### src/rtl/pc_redirect_ctrl.sv
`default_nettype none
// ============================================================================
// Module   : pc_redirect_ctrl
// Purpose  : Turns an EX-stage branch/jump decision into a fetch redirect
//            request with ready/valid handshake, flushes the wrong-path
//            pipeline registers and keeps saturating branch statistics.
// Revision : 1.0 - initial release
// ============================================================================
module pc_redirect_ctrl #(
  parameter int XLEN  = 32,
  parameter int CNT_W = 16
) (
  input  logic             clk,
  input  logic             rst_n,
  input  logic             ex_valid,
  input  logic             ex_br,
  input  logic             ex_jmp,
  input  logic             pcs,
  input  logic [XLEN-1:0]  ex_target,
  input  logic             kill,
  input  logic             cnt_clr,
  input  logic             redir_ready,
  output logic             redir_valid,
  output logic [XLEN-1:0]  redir_addr,
  output logic             flush_ifid,
  output logic             flush_idex,
  output logic             stall_if,
  output logic [CNT_W-1:0] br_cnt,
  output logic [CNT_W-1:0] taken_cnt
);

  localparam logic [1:0] ST_IDLE  = 2'd0;
  localparam logic [1:0] ST_REDIR = 2'd1;
  localparam logic [1:0] ST_DRAIN = 2'd2;

  localparam logic [CNT_W-1:0] CNT_MAX = {CNT_W{1'b1}};

  logic [1:0] state;
  logic [1:0] state_nxt;
  logic       take;
  logic       start_redir;
  logic       br_resolve;

  // A jump always redirects; a conditional branch only when the decision unit says taken.
  assign take        = ex_valid & (ex_jmp | (ex_br & pcs));
  // Only IDLE accepts a new redirect; kill in the same cycle suppresses it.
  assign start_redir = (state == ST_IDLE) & take & ~kill;
  // A conditional branch (not a jump) resolving while nothing is in flight.
  assign br_resolve  = (state == ST_IDLE) & ex_valid & ex_br & ~ex_jmp & ~kill;

  // State register; reset drops any in-flight redirect immediately.
  always_ff @(posedge clk or negedge rst_n) begin
    if (!rst_n) begin
      state <= ST_IDLE;
    end else begin
      state <= state_nxt;
    end
  end

  // Next-state logic; redir_valid is 1 throughout REDIR so ready alone completes the handshake.
  always_comb begin
    state_nxt = state;
    case (state)
      ST_IDLE: begin
        if (start_redir) begin
          state_nxt = ST_REDIR;
        end
      end
      ST_REDIR: begin
        if (kill) begin
          state_nxt = ST_IDLE;
        end else if (redir_ready) begin
          state_nxt = ST_DRAIN;
        end
      end
      ST_DRAIN: begin
        state_nxt = ST_IDLE;
      end
      default: begin
        state_nxt = ST_IDLE;
      end
    endcase
  end

  // Control outputs decoded purely from state, so they never glitch on inputs.
  always_comb begin
    redir_valid = 1'b0;
    flush_ifid  = 1'b0;
    flush_idex  = 1'b0;
    stall_if    = 1'b0;
    case (state)
      ST_REDIR: begin
        redir_valid = 1'b1;
        flush_ifid  = 1'b1;
        flush_idex  = 1'b1;
        stall_if    = 1'b1;
      end
      ST_DRAIN: begin
        flush_ifid  = 1'b1;
      end
      default: begin
        redir_valid = 1'b0;
      end
    endcase
  end

  // Target is captured only on the IDLE->REDIR edge, so it holds steady while waiting for ready.
  always_ff @(posedge clk or negedge rst_n) begin
    if (!rst_n) begin
      redir_addr <= '0;
    end else if (start_redir) begin
      redir_addr <= ex_target;
    end
  end

  // Saturating branch statistics; clear takes precedence over counting.
  always_ff @(posedge clk or negedge rst_n) begin
    if (!rst_n) begin
      br_cnt    <= '0;
      taken_cnt <= '0;
    end else if (cnt_clr) begin
      br_cnt    <= '0;
      taken_cnt <= '0;
    end else if (br_resolve) begin
      if (br_cnt != CNT_MAX) begin
        br_cnt <= br_cnt + 1'b1;
      end
      if (pcs && (taken_cnt != CNT_MAX)) begin
        taken_cnt <= taken_cnt + 1'b1;
      end
    end
  end

endmodule
`default_nettype wire
### config.mk
export PLATFORM = sky130hd
export DESIGN_NAME = pc_redirect_ctrl
export DESIGN_NICKNAME = d
export VERILOG_FILES = /design/src/rtl/pc_redirect_ctrl.sv
export SDC_FILE = /design/constraint.sdc
export NUM_CORES = 1
export LEC_CHECK = 0
export CELL_PAD_IN_SITES_DETAIL_PLACEMENT = 1
export CELL_PAD_IN_SITES_GLOBAL_PLACEMENT = 1
export CORE_MARGIN = 2
export CORE_UTILIZATION = 35
export DETAILED_ROUTE_END_ITERATION = 10
export PLACE_DENSITY_LB_ADDON = 0.1
export SLEW_MARGIN = 5
export SYNTH_ARGS = -nofsm -noshare
export SYNTH_HDL_FRONTEND = slang
export SYNTH_SLANG_ARGS = --single-unit
### constraint.sdc
create_clock -name clk -period 2.05 [get_ports clk]
set_input_delay 0.41 -clock clk [delete_from_list [all_inputs] [get_ports clk]]
set_output_delay 0.41 -clock clk [all_outputs]
set_load 0.05 [all_outputs]
* Yosys cells after proc, flatten, opt, wreduce, memory -nomap -nowiden
Cells that the tools add are included.
** Storage, ports and cells
- Word-level logic and storage cells :: 44
- Bits of input ports :: 41
- Register bits :: 66
** Cells by class
- Eq/ne operators :: 6
- Reductions and logical operators :: 9
- Multiplexer cells :: 12
- Bitwise logic cells :: 11
- $add $sub $neg :: 2
** Operators by type and width (number)
- $mux 16 :: 6
- $add 16x1->16 const B :: 2
- $ne 16x16->1 const B :: 2
- $and 1x1->1 :: 8
- $mux 2 :: 3
- $reduce_and 2->1 :: 3
- $reduce_bool 2->1 :: 3
- $pmux 2 s2 :: 1
- $ne 3x3->1 const B :: 1
- $eq 2x1->1 const B :: 1
- $eq 2x2->1 const B :: 1
- $logic_not 2->1 :: 1
- $mux 1 :: 2
- $ne 2x2->1 const B :: 1
- $not 1->1 :: 2
- $reduce_or 2->1 :: 1
- $logic_and 1x1->1 :: 1
- $or 1x1->1 :: 1

* Depth between registers and ports, before layout
- Depth in word-level cells :: 7
- Gate-level depth with buffers :: 8
- Mapped depth without buffers :: 7

* Least setup slack after synthesis
Ideal clock, no wire load.
- Kind :: register -> register
- Start point :: reg br_cnt[0]
- End point :: reg br_cnt[6]
- Cell stages (with the launch flop) :: 7
- Slack :: 0.000 ns
- Data required time :: 1.918 ns
- Period minus slack after synthesis :: 2.050 ns
- Arrival time :: 1.918 ns
- Library setup time :: 0.132 ns
- Cells stage by stage :: dfrtp_1 > ha_1 > clkbuf_1 > nand3_1 > a211oi_1 > xnor2_1 > nor2_1
** On the way
- Longest elaborated chain between the ends :: 4
** Ends and longest elaborated chain
- from (decl) :: line 28 : output logic [CNT_W-1:0] br_cnt,
- from (signal assigned) :: line 126 : br_cnt <= br_cnt + 1'b1;
- $add 16x1->16 :: line 126
- $mux 16 :: line 125 : if (br_cnt != CNT_MAX) begin
- $mux 16 :: line 124 : end else if (br_resolve) begin
- $mux 16 :: line 121 : end else if (cnt_clr) begin
Parallel ways exist; a longest one is shown, timed or not. The select of a mux whose other input is x is not followed.
A chain may end at the register's enable or synchronous reset.

* Worst setup path after layout
- Start point :: reg br_cnt[4]
- End point :: out br_cnt[4]
No word-level cell between the ends.

==> impl_metrics.csv <==
group,metric,value,unit
status,status,"complete, no violations",
floorplanning,die-area,0.00978,mm2
floorplanning,core,0.00872,mm2
global_route,grt.total_usage,0.180,
flow_run,cap_violations,0,
drt,routed_wl,8610,um
worst_setup_path,cp-end-kind,"output pin",
drt,wl_per_cell,16.9,um
power,ir_worst_vdd,0.868,mV
clocking,htree_levels,3,
timing,skew,0.0129,ns
yosys,avgSynthCellArea,11.8,um2
clocking,clock_latency,0.35,ns
placed_design,port_buffers,108,
worst_setup_path,crit_chain,"clkdlybuf4s50_1",
timing,min_period,2.01,ns
final_layout,fin_util,0.555,
drt,post_drt_via_cell_ratio,5.12,
power,leakage,2.06,nW
floorplanning,rows,34,
timing,drv_slew,0,
worst_setup_path,start_kind,"register",
drt,vias,2612,
worst_setup_path,cp_max_fo,4,
timing,worst_pin_slew,0.718,ns
drt,postRouteAntennaNets,0,
yosys,ys_seq_elements,66,
clocking,ctsLongestPathBuffers,2,
worst_setup_path,rrSetupSlack,0.08,ns
worst_setup_path,cpPeakStageDelay,0.83,ns
global_route,grt_max_degree,67,
worst_setup_path,worst-path-buf-inv,1,
yosys,synth_top_family_by_area,"simple AND/OR/NAND/NOR gates",
worst_setup_path,cpLargestDelayFamily,"buffers and inverters",
clocking,holdBufCountCts,0,
worst_setup_path,r2r-start,"state[0]",
global_route,grt_overflow,0,
global_route,antenna_found_initial,0,
yosys,syn-instance-count,267,
clocking,numCtsBuffers,9,
placed_design,gp_congestion,0.732,
yosys,synth_nets,313,
worst_setup_path,crit_required,1.64,ns
worst_setup_path,worst_ep_arrival_time,1.60,ns
timing,finalHoldViolCount,0,
worst_setup_path,reg2regPathDepth,8,
worst_setup_path,worstSetupPathType,"reg2out",
worst_setup_path,r2r_end,"taken_cnt[13]",
timing,max_freq,498,MHz
global_route,grt_pass1_wl,13700,um
yosys,synth_fa_ha_area_frac,0.0198,
clocking,cts_sinks,66,
floorplanning,die_h,98.9,um
timing,rsz0062_at_grt,"yes",
timing,tns,0,ns
floorplanning,die_width,98.9,um
timing,relSlewSlack,0.519,
drt,drc_errors,0,
drt,first_pass_iters,4,
yosys,synth_compound_area_frac,0.0524,
floorplanning,start_util,0.362,
clocking,tritoncts,"yes",
yosys,netlist_area,0.00315,mm2
placed_design,dp_hpwl,5870,um
drt,initialDrtViolationCount,59,
timing,setup_violations,0,
yosys,synth_xor_area_frac,0.0833,
global_route,first_global_vias,2715,
final_layout,n_antenna_cell,0,
yosys,ys_types,33,
yosys,synth_mux_area_frac,0.121,
min_path,hp-class,"in2async",
clocking,cts.clk_slew.worst_paths,0.08,ns
floorplanning,ios,109,
yosys,ys_seq_area_frac,0.524,
yosys,synth_warnings,0,
power,power_density,1180,mW/mm2
final_layout,drive_above_1_share,0.276,
yosys,yosys.area_share.simple,0.174,
timing,fin_crit_sh,0.979,
final_layout,layout.nets,443,
final_layout,area_growth,53.4,%
worst_setup_path,critPathSlowestCell,"clkdlybuf4s50_1",
clocking,cts_root_buf,"clkbuf_8",
-- cell families after synthesis --
kind of cell / Yosys count
buffers and inverters: 17
AND/OR/NAND/NOR: 95
XOR/XNOR: 30
multiplexers: 34
flip-flops: 66
AO/OA/AOI/OAI: 20
adder cells (fa/ha/maj): 5
-- sequential cells by signal, indices dropped and copies added (netlist names) --
name        cells
br_cnt         16
taken_cnt      16
state           2
redir_addr     32
-- cells in the final DEF, fill, tap and decap left out, drive strengths merged, types with 2 or more instances in the layout --
cell type	instances
and3	4
xnor2	30
a21oi	6
clkdlybuf4s50	79
a2111oi	5
nor4b	2
inv	7
nand4	9
nor2	34
nand3	10
nand2	13
buf	33
nand2b	3
mux2	33
dfrtp	66
clkinvlp	2
ha	5
nor3	6
a211oi	3
nor4	8
dlygate4sd2	11
clkbuf	9
and4	4
dlymetal6s2s	7
clkinv	2
o21ai	2
a31oi	3
-- area by class of cell --
cell class                      instances  area (um2)
Clock buffer                            9         124
Clock inverter                          7        76.3
Fill cell                             942        3880
Inverter                                5        18.8
Multi-Input combinational cell        185        1580
Sequential cell                        66        1650
Tap cell                              108         135
Timing Repair Buffer                  130        1250
-- report_power, final --
part           internal [mW]  switching, mW
clock                  0.570          0.558
combinational           1.02           1.77
sequential              1.64          0.162
total                   3.23           2.49
-- synth_stat cells, drive strengths merged --
cell	instances	area share
and2	1	0.0020
a31oi	3	0.0060
nand2	13	0.015
nand4	9	0.023
a21oi	6	0.0095
nor2	34	0.040
a2111oi	5	0.024
and4	4	0.012
o21ai	2	0.0032
nor3b	1	0.0024
a211oi	3	0.0071
xnor2	30	0.083
mux2i	1	0.0032
and3	4	0.0079
nor3	6	0.011
dfrtp	66	0.52
ha	5	0.020
buf	7	0.013
and4bb	1	0.0040
nand3	9	0.022
nor4b	2	0.012
clkbuf	5	0.0060
a311oi	1	0.0028
inv	5	0.0060
nand2b	3	0.0060
mux2	33	0.12
nor4	8	0.016
-- layer usage --
| layer | global-route usage | part of all wire | vias to the layer above | wire (um) |
|---|---|---|---|---|
| li1 | - | - | 1205 | - |
| met1 | 0.221 | 0.42 | 1337 | 3620 |
| met2 | 0.310 | 0.52 | 61 | 4490 |
| met3 | 0.0461 | 0.047 | 9 | 402 |
| met4 | 0.0537 | 0.011 | 0 | 93 |
| met5 | 0 | 0 | - | 0 |
-- timing repair --
action                                  4_1_cts  5_1_grt
gates resized for setup                      18       23
pin swaps                                     0        3
gates cloned                                  0        1
setup buffers                                 0        0
endpoints found under the setup margin       16       25
-- per-stage QoR --
stage | cells | power [mW] | instance area [um2] | hold WS, ns | setup WS, ns
2_1_floorplan | 267 | 3.64 | 3150 | 0.114 | 0.0111
3_3_place_gp | 493 | 4.57 | 4480 | 0.465 | -0.209
3_5_place_dp | 493 | 4.62 | 4480 | 0.469 | -0.234
4_1_cts | 509 | 5.77 | 4710 | 0.0777 | -0.000417
5_1_grt | 510 | 5.97 | 4840 | 0.0983 | -0.0273
6_report | 510 | 5.72 | 4840 | 0.0515 | 0.0437
-- worst max path at each step --
stage	start	end	cells after the start
5_1_grt	taken_cnt[8]	taken_cnt[6]	5
3_5_place_dp	ex_jmp	taken_cnt[10]	8
6_report	br_cnt[4]	br_cnt[4]	1
2_1_floorplan	br_cnt[1]	br_cnt[6]	6
3_3_place_gp	ex_jmp	taken_cnt[12]	8
4_1_cts	state[1]	taken_cnt[13]	8
(Power assumes the default switching activity.)
